==> src/rtl/key_updown_ledbar.sv <==
// Debounced up/down/clear keys drive a CNT_W-bit up/down counter and a binary/one-hot/bar LED bank.
// Define AUTO_REPEAT_EN to add hold-to-repeat on the up and down keys.
module key_updown_ledbar #(
  parameter int unsigned CNT_W      = 4,
  parameter int unsigned DEB_CYC    = 500000,
  parameter bit          KEY_ACT_LO = 1'b1,
  parameter bit          WRAP       = 1'b1,
  parameter int unsigned LED_MODE   = 0
) (
  input  logic                                                 clk,
  input  logic                                                 rst,
  input  logic                                                 key_up,
  input  logic                                                 key_dn,
  input  logic                                                 key_clr,
  output logic [((LED_MODE == 0) ? CNT_W : (1 << CNT_W)) - 1:0] led,
  output logic [CNT_W-1:0]                                     cnt,
  output logic                                                 evt
);

  localparam int unsigned LED_N = (LED_MODE == 0) ? CNT_W : (1 << CNT_W);
  localparam int unsigned DW = $clog2(DEB_CYC);
  localparam logic [DW-1:0] DEB_LAST = DW'(DEB_CYC - 1);
  localparam logic [CNT_W-1:0] CNT_MAX = '1;
  localparam logic [LED_N-1:0] LED_RST = (LED_MODE == 0) ? '0 : LED_N'(1);

  // Key index: 0 = up, 1 = down, 2 = clear; 1 means pressed after normalisation.
  logic [2:0]    key_raw;
  logic [2:0]    key_nrm;
  logic [2:0]    sync1;
  logic [2:0]    sync2;
  logic [1:0]    sync_vld;
  logic [2:0]    stable;
  logic [2:0]    press;
  logic [2:0]    armed;
  logic [DW-1:0] deb_cnt [3];

  logic             step_up;
  logic             step_dn;
  logic             step_clr;
  logic [CNT_W-1:0] cnt_nxt;
  logic             chg;
  logic [LED_N-1:0] led_nxt;

  assign key_raw = {key_clr, key_dn, key_up};
  assign key_nrm = KEY_ACT_LO ? ~key_raw : key_raw;

  always_ff @(posedge clk or negedge rst) begin
    if (!rst) begin
      sync1    <= '0;
      sync2    <= '0;
      sync_vld <= '0;
    end else begin
      sync1    <= key_nrm;
      sync2    <= sync1;
      sync_vld <= {sync_vld[0], 1'b1};
    end
  end

  // A key held through reset must be seen released before it can raise a press.
  always_ff @(posedge clk or negedge rst) begin
    if (!rst) begin
      armed <= '0;
    end else begin
      armed <= armed | ({3{sync_vld[1]}} & ~sync2);
    end
  end

  always_ff @(posedge clk or negedge rst) begin
    if (!rst) begin
      stable <= '0;
      press  <= '0;
      for (int k = 0; k < 3; k++) deb_cnt[k] <= '0;
    end else begin
      for (int k = 0; k < 3; k++) begin
        press[k] <= 1'b0;
        if (sync2[k] == stable[k]) begin
          deb_cnt[k] <= '0;
        end else if (deb_cnt[k] == DEB_LAST) begin
          deb_cnt[k] <= '0;
          stable[k]  <= sync2[k];
          press[k]   <= sync2[k] & armed[k];
        end else begin
          deb_cnt[k] <= deb_cnt[k] + DW'(1);
        end
      end
    end
  end

`ifdef AUTO_REPEAT_EN
  localparam int unsigned RPT_DLY = DEB_CYC * 50;
  localparam int unsigned RPT_PER = DEB_CYC * 10;
  localparam int unsigned RW = $clog2(RPT_DLY);
  localparam logic [RW-1:0] RPT_LAST = RW'(RPT_DLY - 1);
  localparam logic [RW-1:0] RPT_RLD  = RW'(RPT_DLY - RPT_PER);

  logic [RW-1:0] rpt_tmr [2];
  logic [1:0]    rpt_stop;
  logic [1:0]    rpt_pls;

  // Timer only advances while the synced pin still reads pressed, so the
  // debounce tail of a release cannot sneak in one more repeat.
  always_ff @(posedge clk or negedge rst) begin
    if (!rst) begin
      rpt_stop <= '0;
      rpt_pls  <= '0;
      for (int k = 0; k < 2; k++) rpt_tmr[k] <= '0;
    end else begin
      for (int k = 0; k < 2; k++) begin
        rpt_pls[k] <= 1'b0;
        if (!stable[k]) begin
          rpt_tmr[k]  <= '0;
          rpt_stop[k] <= 1'b0;
        end else if (press[2]) begin
          rpt_tmr[k]  <= '0;
          rpt_stop[k] <= 1'b1;
        end else if (!rpt_stop[k] && armed[k] && sync2[k]) begin
          if (rpt_tmr[k] == RPT_LAST) begin
            rpt_pls[k] <= 1'b1;
            rpt_tmr[k] <= RPT_RLD;
          end else begin
            rpt_tmr[k] <= rpt_tmr[k] + RW'(1);
          end
        end
      end
    end
  end

  assign step_up  = press[0] | rpt_pls[0];
  assign step_dn  = press[1] | rpt_pls[1];
`else
  assign step_up  = press[0];
  assign step_dn  = press[1];
`endif
  assign step_clr = press[2];

  always_comb begin
    cnt_nxt = cnt;
    if (step_clr) begin
      cnt_nxt = '0;
    end else if (!(step_up && step_dn)) begin
      if (step_up) begin
        if (cnt == CNT_MAX) cnt_nxt = WRAP ? '0 : cnt;
        else                cnt_nxt = cnt + CNT_W'(1);
      end else if (step_dn) begin
        if (cnt == '0) cnt_nxt = WRAP ? CNT_MAX : cnt;
        else           cnt_nxt = cnt - CNT_W'(1);
      end
    end
  end

  always_comb begin
    led_nxt = '0;
    if (LED_MODE == 0) begin
      led_nxt = LED_N'(cnt);
    end else begin
      for (int i = 0; i < int'(LED_N); i++) begin
        led_nxt[i] = (LED_MODE == 1) ? (i == int'(cnt)) : (i <= int'(cnt));
      end
    end
  end

  // evt trails the counter by one cycle so it lines up with the registered LEDs.
  always_ff @(posedge clk or negedge rst) begin
    if (!rst) begin
      cnt <= '0;
      chg <= 1'b0;
      evt <= 1'b0;
      led <= LED_RST;
    end else begin
      cnt <= cnt_nxt;
      chg <= (cnt_nxt != cnt);
      evt <= chg;
      led <= led_nxt;
    end
  end

endmodule

==> config.mk <==
export PLATFORM = sky130hd
export DESIGN_NAME = key_updown_ledbar
export DESIGN_NICKNAME = d
export VERILOG_FILES = /design/src/rtl/key_updown_ledbar.sv
export SDC_FILE = /design/constraint.sdc
export NUM_CORES = 1
export LEC_CHECK = 0
export ABC_AREA = 1
export BUFFER_PORTS_ARGS = -buffer_cell sky130_fd_sc_hd__buf_2
export CORE_MARGIN = 1.5
export CORE_UTILIZATION = 55
export DETAILED_ROUTE_END_ITERATION = 10
export GPL_ROUTABILITY_DRIVEN = 1
export GPL_TIMING_DRIVEN = 0
export PLACE_DENSITY = 0.72
export SETUP_SLACK_MARGIN = 0.02
export SYNTH_ARGS = -nofsm -noshare
export SYNTH_HDL_FRONTEND = slang
export SYNTH_SLANG_ARGS = --single-unit
==> constraint.sdc <==
create_clock -name clk -period 1.65 [get_ports clk]
set_input_delay 0.2475 -clock clk [delete_from_list [all_inputs] [get_ports clk]]
set_output_delay 0.2475 -clock clk [all_outputs]
set_load 0.05 [all_outputs]
# Yosys cells after proc, flatten, opt, wreduce, memory -nomap -nowiden
# Index checks and enable logic that the tools add are counted.
# word_totals
register_bits	84
latchBits	0
ram_bits	0
mem_bits_ro	0
inputBits	5
out_inout_bits	9
n_memories	0
# classes
n_addsub	5
multipliers	0
div	0
order_cmp	0
eq_ne	8
shifts	0
n_mux	18
bitwise_logic	10
n_reduce_logical	5
# op_table
operator	count
19-bit two-way mux	6
19-bit by 1-bit adder with 19-bit output (second input constant)	3
19-bit == test (second input constant)	3
4-bit two-way mux	6
1-bit two-way mux	6
3-bit NOT	2
2-bit AND reduction	3
4-bit by 1-bit adder with 4-bit output (second input constant)	1
4-bit == test (second input constant)	1
4-bit logical NOT	1
4-bit != test	1
4-bit by 1-bit subtractor with 4-bit output (second input constant)	1
1-bit AND	3
3-bit AND	1
1-bit == test	3
1-bit NOT	3
3-bit OR	1
1-bit logical AND	1

# Logic depth before layout (Yosys ltp)
# Gate-level depths: netlist of run 1.
# logic_depth
depth_word	7
ltp_mapped	10
ltp_nobuf	10

# Least setup slack after synthesis of run 1
# Ideal clock, no wire load.
# synth_path
path_type	register -> register
start	reg cnt[0]
end	reg chg
setup_ns	0.117
arrival_ns	1.696
required_ns	1.533
slack_ns	-0.163
path_stages_with_launch	11
path_buffers	0
synth_period_minus_slack_ns	1.813
cell_sequence	dfrtp_1 -> inv_1 -> ha_1 -> nand2_1 -> o21ai_0 -> nand2_1 -> nand3_1 -> nand2_1 -> nand3_1 -> nor2_1 -> nand2_1
# synth_via
elab_chain_cells	7
# synth_lines
item	line_no	source
start: declaration	16	output logic [CNT_W-1:0] cnt,
start signal: assignment	170	cnt <= cnt_nxt;
4-bit by 1-bit subtractor with 4-bit output or 4-bit logical NOT (tied branches)	146, 145	
4-bit two-way mux	145	if (cnt == '0) cnt_nxt = WRAP ? CNT_MAX : cnt;
4-bit two-way mux	144	end else if (step_dn) begin
4-bit two-way mux	141	if (step_up) begin
4-bit two-way mux	140	end else if (!(step_up && step_dn)) begin
4-bit two-way mux	138	if (step_clr) begin
4-bit != test *	171	chg <= (cnt_nxt != cnt);
end signal: assignment	171	
end: declaration	41	logic chg;
# Every way passes the cells marked *; elsewhere a longest branch is shown, timed or not.
# A chain may end at the register's enable or synchronous reset.

# Worst setup path after layout of run 1
# layout_path
start	reg cnt[1]
end	reg chg
# The elaborated chain is that of the path after synthesis.

==> summary.md, run 1 <==
| Metric | Value |
|---|---|
| IO Pins | `14` |
| Port Buf Inserts | `13` |
| Initial DRC count | `about 170` |
| Die Width | `just over 90 um` |
| DR vias | `between 3000 and 4000` |
| GRT Resource Usage Total | `a little under a quarter` |
| Worst EP arrival | `between 1.5 and 2 ns` |
| Hold slack | `around 0.028 ns` |
| Critical path's slowest cell | `dfrtp_2` |
| Fillers | `about 700` |
| Fmax | `640.0 MHz` |
| Fin util | `about two thirds` |
| Core Area | `roughly 7800 um2` |
| Flops & latches, synth | `84` |
| Status | `completed` |
| CTS max path bufs | `2` |
| Total of max-cap violations | `0` |
| Clock buffer count from CTS | `9` |
| Mean Syn Cell Area | `~7.6 um2` |
| Most common cell on crit path | `nand2_1` |
| Largest net degree at the start of global routing | `45` |
| Area delta synth->final | `13.56%` |
| Worst slew pin tran | `around 0.57 ns` |
| Clock Tree Root | `clkbuf_8` |
| Max transition margin | `~62%` |
| Required @ worst endpoint | `between 1.5 and 2 ns` |
| DPL Wire Length | `~7000 um` |
| First-pass GRT wire length | `15890 um` |
| Hold path start | `key_clr` |
| Synth warn | `0` |
| H-Tree Level Count | `3` |
| Max Slew Vio Count | `0` |
| Clk sinks | `84` |
| CTS tree | `done` |
| Initial antenna violation count | `0` |
| Drt pass-1 iters | `4` |
| Die span in y | `~93 um` |
| Ys async rst share | `100.0%` |
| GRT Residual Overflow | `0` |
| Final setup fails | `0` |
| RR Startpoint | `cnt[1]` |
| DRT antenna net count | `0` |
| Die ar. | `8636 um2` |
| Post-Syn Area | `about 4400 um2` |
| Hold WC Path Type | `primary input to register` |
| FF+latch area | `approximately 2100 um2` |
| Final nets | `between 600 and 700` |
| Layout cells sized above 1 | `between 10% and 20%` |
| Worst path max stage delay | `~0.45 ns` |
| CP endpoint kind | `register` |
| R2R depth | `10` |
| Vias in the first global route | `about 3600` |
| # rows | `32` |
| Lkg Pwr | `0.002304 uW` |
| Routability Congestion | `0.9074` |
| Netlist cell types | `31` |
| CP max FO | `7` |
| Worst setup SP type | `register` |
| Syn nets | `roughly 600` |
| R2R Setup Slk | `slightly below 0.09 ns` |
| Critical path class | `register to register` |
| Area taken by multi-input logic gates | `2143 um2` |
| Setup TNS | `0 ns` |
| Commonest non-fill, non-tap cells in the layout | `nand2_1 (117), nor2_1 (108), inv_1 (85), dfrtp_1 (82), nand3_1 (33)` |
| Max IR drop VDD | `between 0.4 and 0.5 mV` |
| Drt total wl | `~9500 um` |
| Cell Chain, Critical Path | `inv_2 > ha_1 > nand2_1 > o21ai_1 > nand2_1 > nand3_2 > nand2_2 > nand3_1 > nor2_1 > nand2_1` |
| Final Cycle Share | `a little over nine tenths` |
| Avg WL per Cell | `between 10 and 15 um` |
| Cells after synthesis | `about 600` |
| Final Hold Violating Endpoints | `0` |
| Starting Density | `about 57%` |
| Vias per Instance | `around 5.3` |
| Hold worst-path end | `sync1[2]` |
| Power Density | `roughly 700 nW/um2` |
| CP top delay family | `simple AND/OR/NAND/NOR gates` |
| Most common cell after layout, fill and taps aside | `nand2_1` |
| Ys flop type | `dfrtp_1` |
| CP Buf/Inv Count | `1` |
| Min Tclk post-route | `approximately 1.6 ns` |
| Crit Reg-Reg Endpoint | `chg` |
| Hold path cells | `2` |
| DRC errors left | `0` |
| Number of flops mapped to enable cells by yosys | `0` |
| Register area share after synthesis | `a little under half` |
| ANT cells | `0` |
| Skew-Pair Late Insertion Delay | `between 0.3 and 0.4 ns` |
| Clock skew | `slightly above 0.01 ns` |
| Clock transition at the registers of the reported paths | `0.09 ns` |
## timing repair
action | in CTS | in global routing
hold buffers | 2 | 0
resized for setup | 7 | 25
pin swaps | 0 | 6
endpoints found under the hold margin | 41 | 0
gates cloned | 0 | 0
buffers inserted | 3 | 4
setup endpoints to repair | 32 | 35
## power by group
| group | switching [uW] | total [uW] | internal, uW | leakage [uW] |
|---|---|---|---|---|
| Sequential | 29.7 | 2110 | 2080 | 0.00113 |
| Clock | 781 | 1330 | 551 | 0.0000856 |
| Combinational | 103 | 154 | 51.8 | 0.00109 |
## synth_stat cells, types with 3 or more instances
cell / n / area share (%)
a21oi_1: 16 / 1.8
dfrtp_1: 84 / 47
ha_1: 5 / 1.4
inv_1: 86 / 7.3
nand2_1: 122 / 10
nand3_1: 37 / 4.2
nand3b_1: 5 / 0.84
nand4_1: 29 / 4.1
nor2_1: 112 / 9.5
nor2_2: 3 / 0.42
nor2_4: 3 / 0.76
nor3_1: 20 / 2.3
nor4_1: 3 / 0.42
o21ai_0: 17 / 1.9
o21bai_1: 3 / 0.51
xnor2_1: 6 / 1.2
xor2_1: 14 / 2.8
## sequential cells by signal, summed over array words and instances (netlist names)
name      count
sync_vld      2
sync1         3
deb_cnt      57
stable        3
sync2         3
evt           1
chg           1
cnt           4
press         3
led           4
armed         3
## stage by stage
step / std cells / setup WS (ns) / power, uW / instance area, um2
2_1_floorplan: 583 / 0.03989 / 2208 / 4451
3_3_place_gp: 698 / -0.4899 / 2273 / 4643
3_5_place_dp: 699 / -0.1139 / 2285 / 4666
4_1_cts: 720 / 0.02108 / 3626 / 4908
5_1_grt: 724 / -0.01192 / 3772 / 5051
6_report: 724 / 0.08749 / 3601 / 5051
## how the worst max path moves through the flow
stage               cells past startpoint          end        from  slack [ns]
CTS                                     8  deb_cnt[14]  deb_cnt[0]        0.02
global placement                        1       cnt[1]         rst       -0.49
global route                            9          chg      cnt[1]       -0.01
detailed placement                      4  deb_cnt[14]   stable[2]       -0.11
finish                                 10          chg      cnt[1]        0.09
floorplan                              10          chg      cnt[0]        0.04
## kinds of logic after synthesis
logic type | share of synthesized area (%)
other | 0.08431
buffers and inverters | 7.651
adder cells (fa/ha/maj) | 1.406
AO/OA/AOI/OAI | 4.726
AND/OR/NAND/NOR | 34.94
flip-flops | 47.26
XOR/XNOR | 3.938
## metal layers
metal  vias to the layer above  GRT usage [%]  wire, um
li1                       1925              -         -
met1                      1806          31.85      4416
met2                        92          36.62      4486
met3                        12          3.284       447
met4                         0          8.965       126
met5                         -              0         0
## layout make-up
type                       count  area share [%]
inverter                      86           6.391
buffer                         4          0.3468
sequential                    84           41.66
tap                          102           2.527
multi-input combinational    409           42.43
clock buffer                   9           2.452
clock inverter                 7           1.016
timing repair buffer          23           3.171
(Power assumes the default switching activity.)
==> inputs of run 2 (changes only) <==
Settings changed: CELL_PAD_IN_SITES_DETAIL_PLACEMENT set to 0, CELL_PAD_IN_SITES_GLOBAL_PLACEMENT set to 1, CORE_UTILIZATION 55 to 48, CTS_BUF_LIST set to sky130_fd_sc_hd__clkbuf_4 sky130_fd_sc_hd__clkbuf_8, PLACE_DENSITY 0.72 to unset, PLACE_DENSITY_LB_ADDON set to 0.1, SLEW_MARGIN set to 20.
==> run 2 against run 1 <==
  * Hold slack improved by 0.0032 ns
  * Largest power group unchanged
  * Sequential share of layout area rose by 0.28 points
  * Register-to-register slack better by 0.04 ns
  * Critical path type unchanged
==> summary.md, run 2 (synthesis results as in run 1) <==
| Metric | Value |
|---|---|
| Status | `completed` |
| Final setup fails | `0 (unchanged)` |
| Min Tclk post-route | `1.519 ns (-0.04350 ns)` |
| Final nets | `625 (-0.32%)` |
| Final Cycle Share | `92.06% (-2.6 points)` |
| Post-route cell area | `5020 um2 (-0.62%)` |
| RSZ-0062 raised after global routing | `false` |
| Drt pass-1 iters | `5 (+1)` |
| Vias in the first global route | `3599 (-0.22%)` |
| Area taken by multi-input logic gates | `2115 um2 (-1.3%)` |
| ANT cells | `0 (unchanged)` |
| Hold WC Path Type | `primary input to register` |
| Clk sinks | `84 (unchanged)` |
| CTS tree | `done` |
| Total of max-cap violations | `0 (unchanged)` |
| GRT Residual Overflow | `0 (unchanged)` |
| Core Area | `8848 um2 (+14%)` |
| Power Density | `702.4 nW/um2 (-1.5%)` |
| Max FFs per register | `57 (unchanged)` |
| Largest net degree at the start of global routing | `47 (+4.4%)` |
| IO Pins | `14 (unchanged)` |
| Routability Congestion | `0.8776 (-3.3%)` |
| Die ar. | `9854 um2 (+14%)` |
| Fmax | `658.3 MHz (+2.9%)` |
| DPL Wire Length | `6885 um (+1.2%)` |
| Clock skew | `0.004319 ns (-0.005921 ns)` |
| Registers with the most flip-flops | `deb_cnt x57, cnt x4, led x4` |
| CTS max path bufs | `2 (unchanged)` |
| Max Slew Vio Count | `0 (unchanged)` |
| Area delta synth->final | `12.86%` |
| Starting Density | `50.27% (-7.0 points)` |
| Largest Register | `deb_cnt` |
| Clock buffer count from CTS | `9 (unchanged)` |
| Die Width | `99.27 um (+6.8%)` |
| Required @ worst endpoint | `1.88 ns (-0.03 ns)` |
| Die span in y | `99.27 um (+6.8%)` |
| H-Tree Level Count | `3 (unchanged)` |
| DR vias | `3755 (-2.1%)` |
| Drt total wl | `9513 um (+0.38%)` |
| Max transition margin | `61.22% (-0.34 points)` |
| Commonest non-fill, non-tap cells in the layout | `nand2_1 (119), nor2_1 (108), inv_1 (86), dfrtp_1 (81), nand3_1 (35)` |
| Port Buf Inserts | `13 (unchanged)` |
| Placed Area | `4681 um2 (+0.32%)` |
| Final Hold Violating Endpoints | `0 (unchanged)` |
| Worst slew pin tran | `0.5788 ns (+0.005046 ns)` |
| Avg WL per Cell | `13.09 um (about the same)` |
| Clock transition at the registers of the reported paths | `0.08 ns (about the same)` |
| Worst EP arrival | `1.75 ns (-0.07 ns)` |
| Initial DRC count | `148 (-10%)` |
| Critical path class | `register to register` |
| GRT Resource Usage Total | `21.09% (-1.9 points)` |
| Clock Tree Root | `clkbuf_8` |
| Vias per Instance | `5.165 (-2.5%)` |
| Most common cell after layout, fill and taps aside | `nand2_1` |
| DRT antenna net count | `0 (unchanged)` |
| First-pass GRT wire length | `16620 um (+4.6%)` |
| Initial antenna violation count | `0 (unchanged)` |
| Worst setup SP type | `register` |
| Lkg Pwr | `0.002295 uW (-0.41%)` |
| Fillers | `845 (+20%)` |
| CP endpoint kind | `register` |
| # rows | `34 (+6.3%)` |
| CP max FO | `4 (-3)` |
| Skew-Pair Late Insertion Delay | `0.35 ns (about the same)` |
| Max IR drop VDD | `0.4698 mV (+13%)` |
| FF+latch area | `2106 um2 (about the same)` |
| Layout cells sized above 1 | `10.66% (-1.4 points)` |
| DRC errors left | `0 (unchanged)` |
| Setup TNS | `0 ns (unchanged)` |
-- run 2: cell count changes in the layout (fill, tap and decap cells not counted), moves of 2 or more --
| cell | delta |
|---|---|
| buf_4 | -2 |
| nand3_1 | +2 |
| nor3_1 | +2 |
| nor3_2 | -2 |
| clkinv_4 | -2 |
| nand2_1 | +2 |
| nand3_2 | -2 |
| nand2_2 | -3 |
-- run 2: metal layers --
layer / routed length [um] / part of all wire (%) / GRT usage [%] / vias to the layer above
li1: - / - / - / 1921
met1: 4368 / 46 / 28.77 / 1745
met2: 4641 / 49 / 34.51 / 76
met3: 384 / 4.0 / 4.427 / 13
met4: 119 / 1.3 / 5.525 / 0
met5: 0 / 0 / 0 / -
-- run 2: report_power, final --
group	total [uW]	internal [uW]	switching, uW
clock	1260	547	715
sequential	2110	2080	29.2
combinational	150	48.8	102
total	3530	2680	846
-- run 2: what timing repair did --
| action | CTS | global route |
|---|---|---|
| setup endpoints to repair | 31 | 31 |
| hold buffers | 1 | 0 |
| setup buffers | 1 | 5 |
| resized for setup | 12 | 13 |
| pin swaps | 0 | 4 |
| hold endpoints to repair | 38 | 0 |
-- run 2: critical path, stage by stage (launching register included) --
cell     delay (ns)
dfrtp_1        0.44
ha_4           0.19
nand4_4        0.15
nor2_4         0.15
nand2_1        0.11
inv_1          0.11
nand2_1        0.05
o21ai_0        0.14
nor2_1         0.05
-- run 2: stage by stage --
step	setup WS [ns]	utilization (%)	cells	hold WS [ns]	power, uW
global route	0.01976	56.73	727	0.001195	3703
CTS	0.02740	55.46	722	0.007561	3592
global placement	-0.5363	52.56	704	0.3347	2276
floorplan	0.03989	-	583	-0.04809	2208
detailed placement	-0.1464	52.90	705	0.2598	2289
finish	0.1310	56.73	727	0.03085	3526
-- run 2: layout make-up --
cell class	instances	area share, %
inverter	86	6.431
multi-input combinational	409	42.12
clock buffer	10	2.617
tap	108	2.692
sequential	84	41.95
buffer	4	0.3490
timing repair buffer	21	3.240
clock inverter	5	0.5982
-- run 2: path summary, 6_finish.rpt --
| path | endpoint | cells past startpoint | start | slack (ns) |
|---|---|---|---|---|
| max | deb_cnt[31] | 8 | deb_cnt[20] | 0.13 |
| min | sync1[1] | 2 | key_dn | 0.03 |
| max reg2reg | deb_cnt[31] | 8 | deb_cnt[20] | 0.13 |
| min reg2reg | sync_vld[1] | 0 | sync_vld[0] | 0.35 |
| max in group asynchronous | deb_cnt[19] | 3 | rst | 0.64 |
| min in group asynchronous | deb_cnt[49] | 2 | rst | 0.41 |
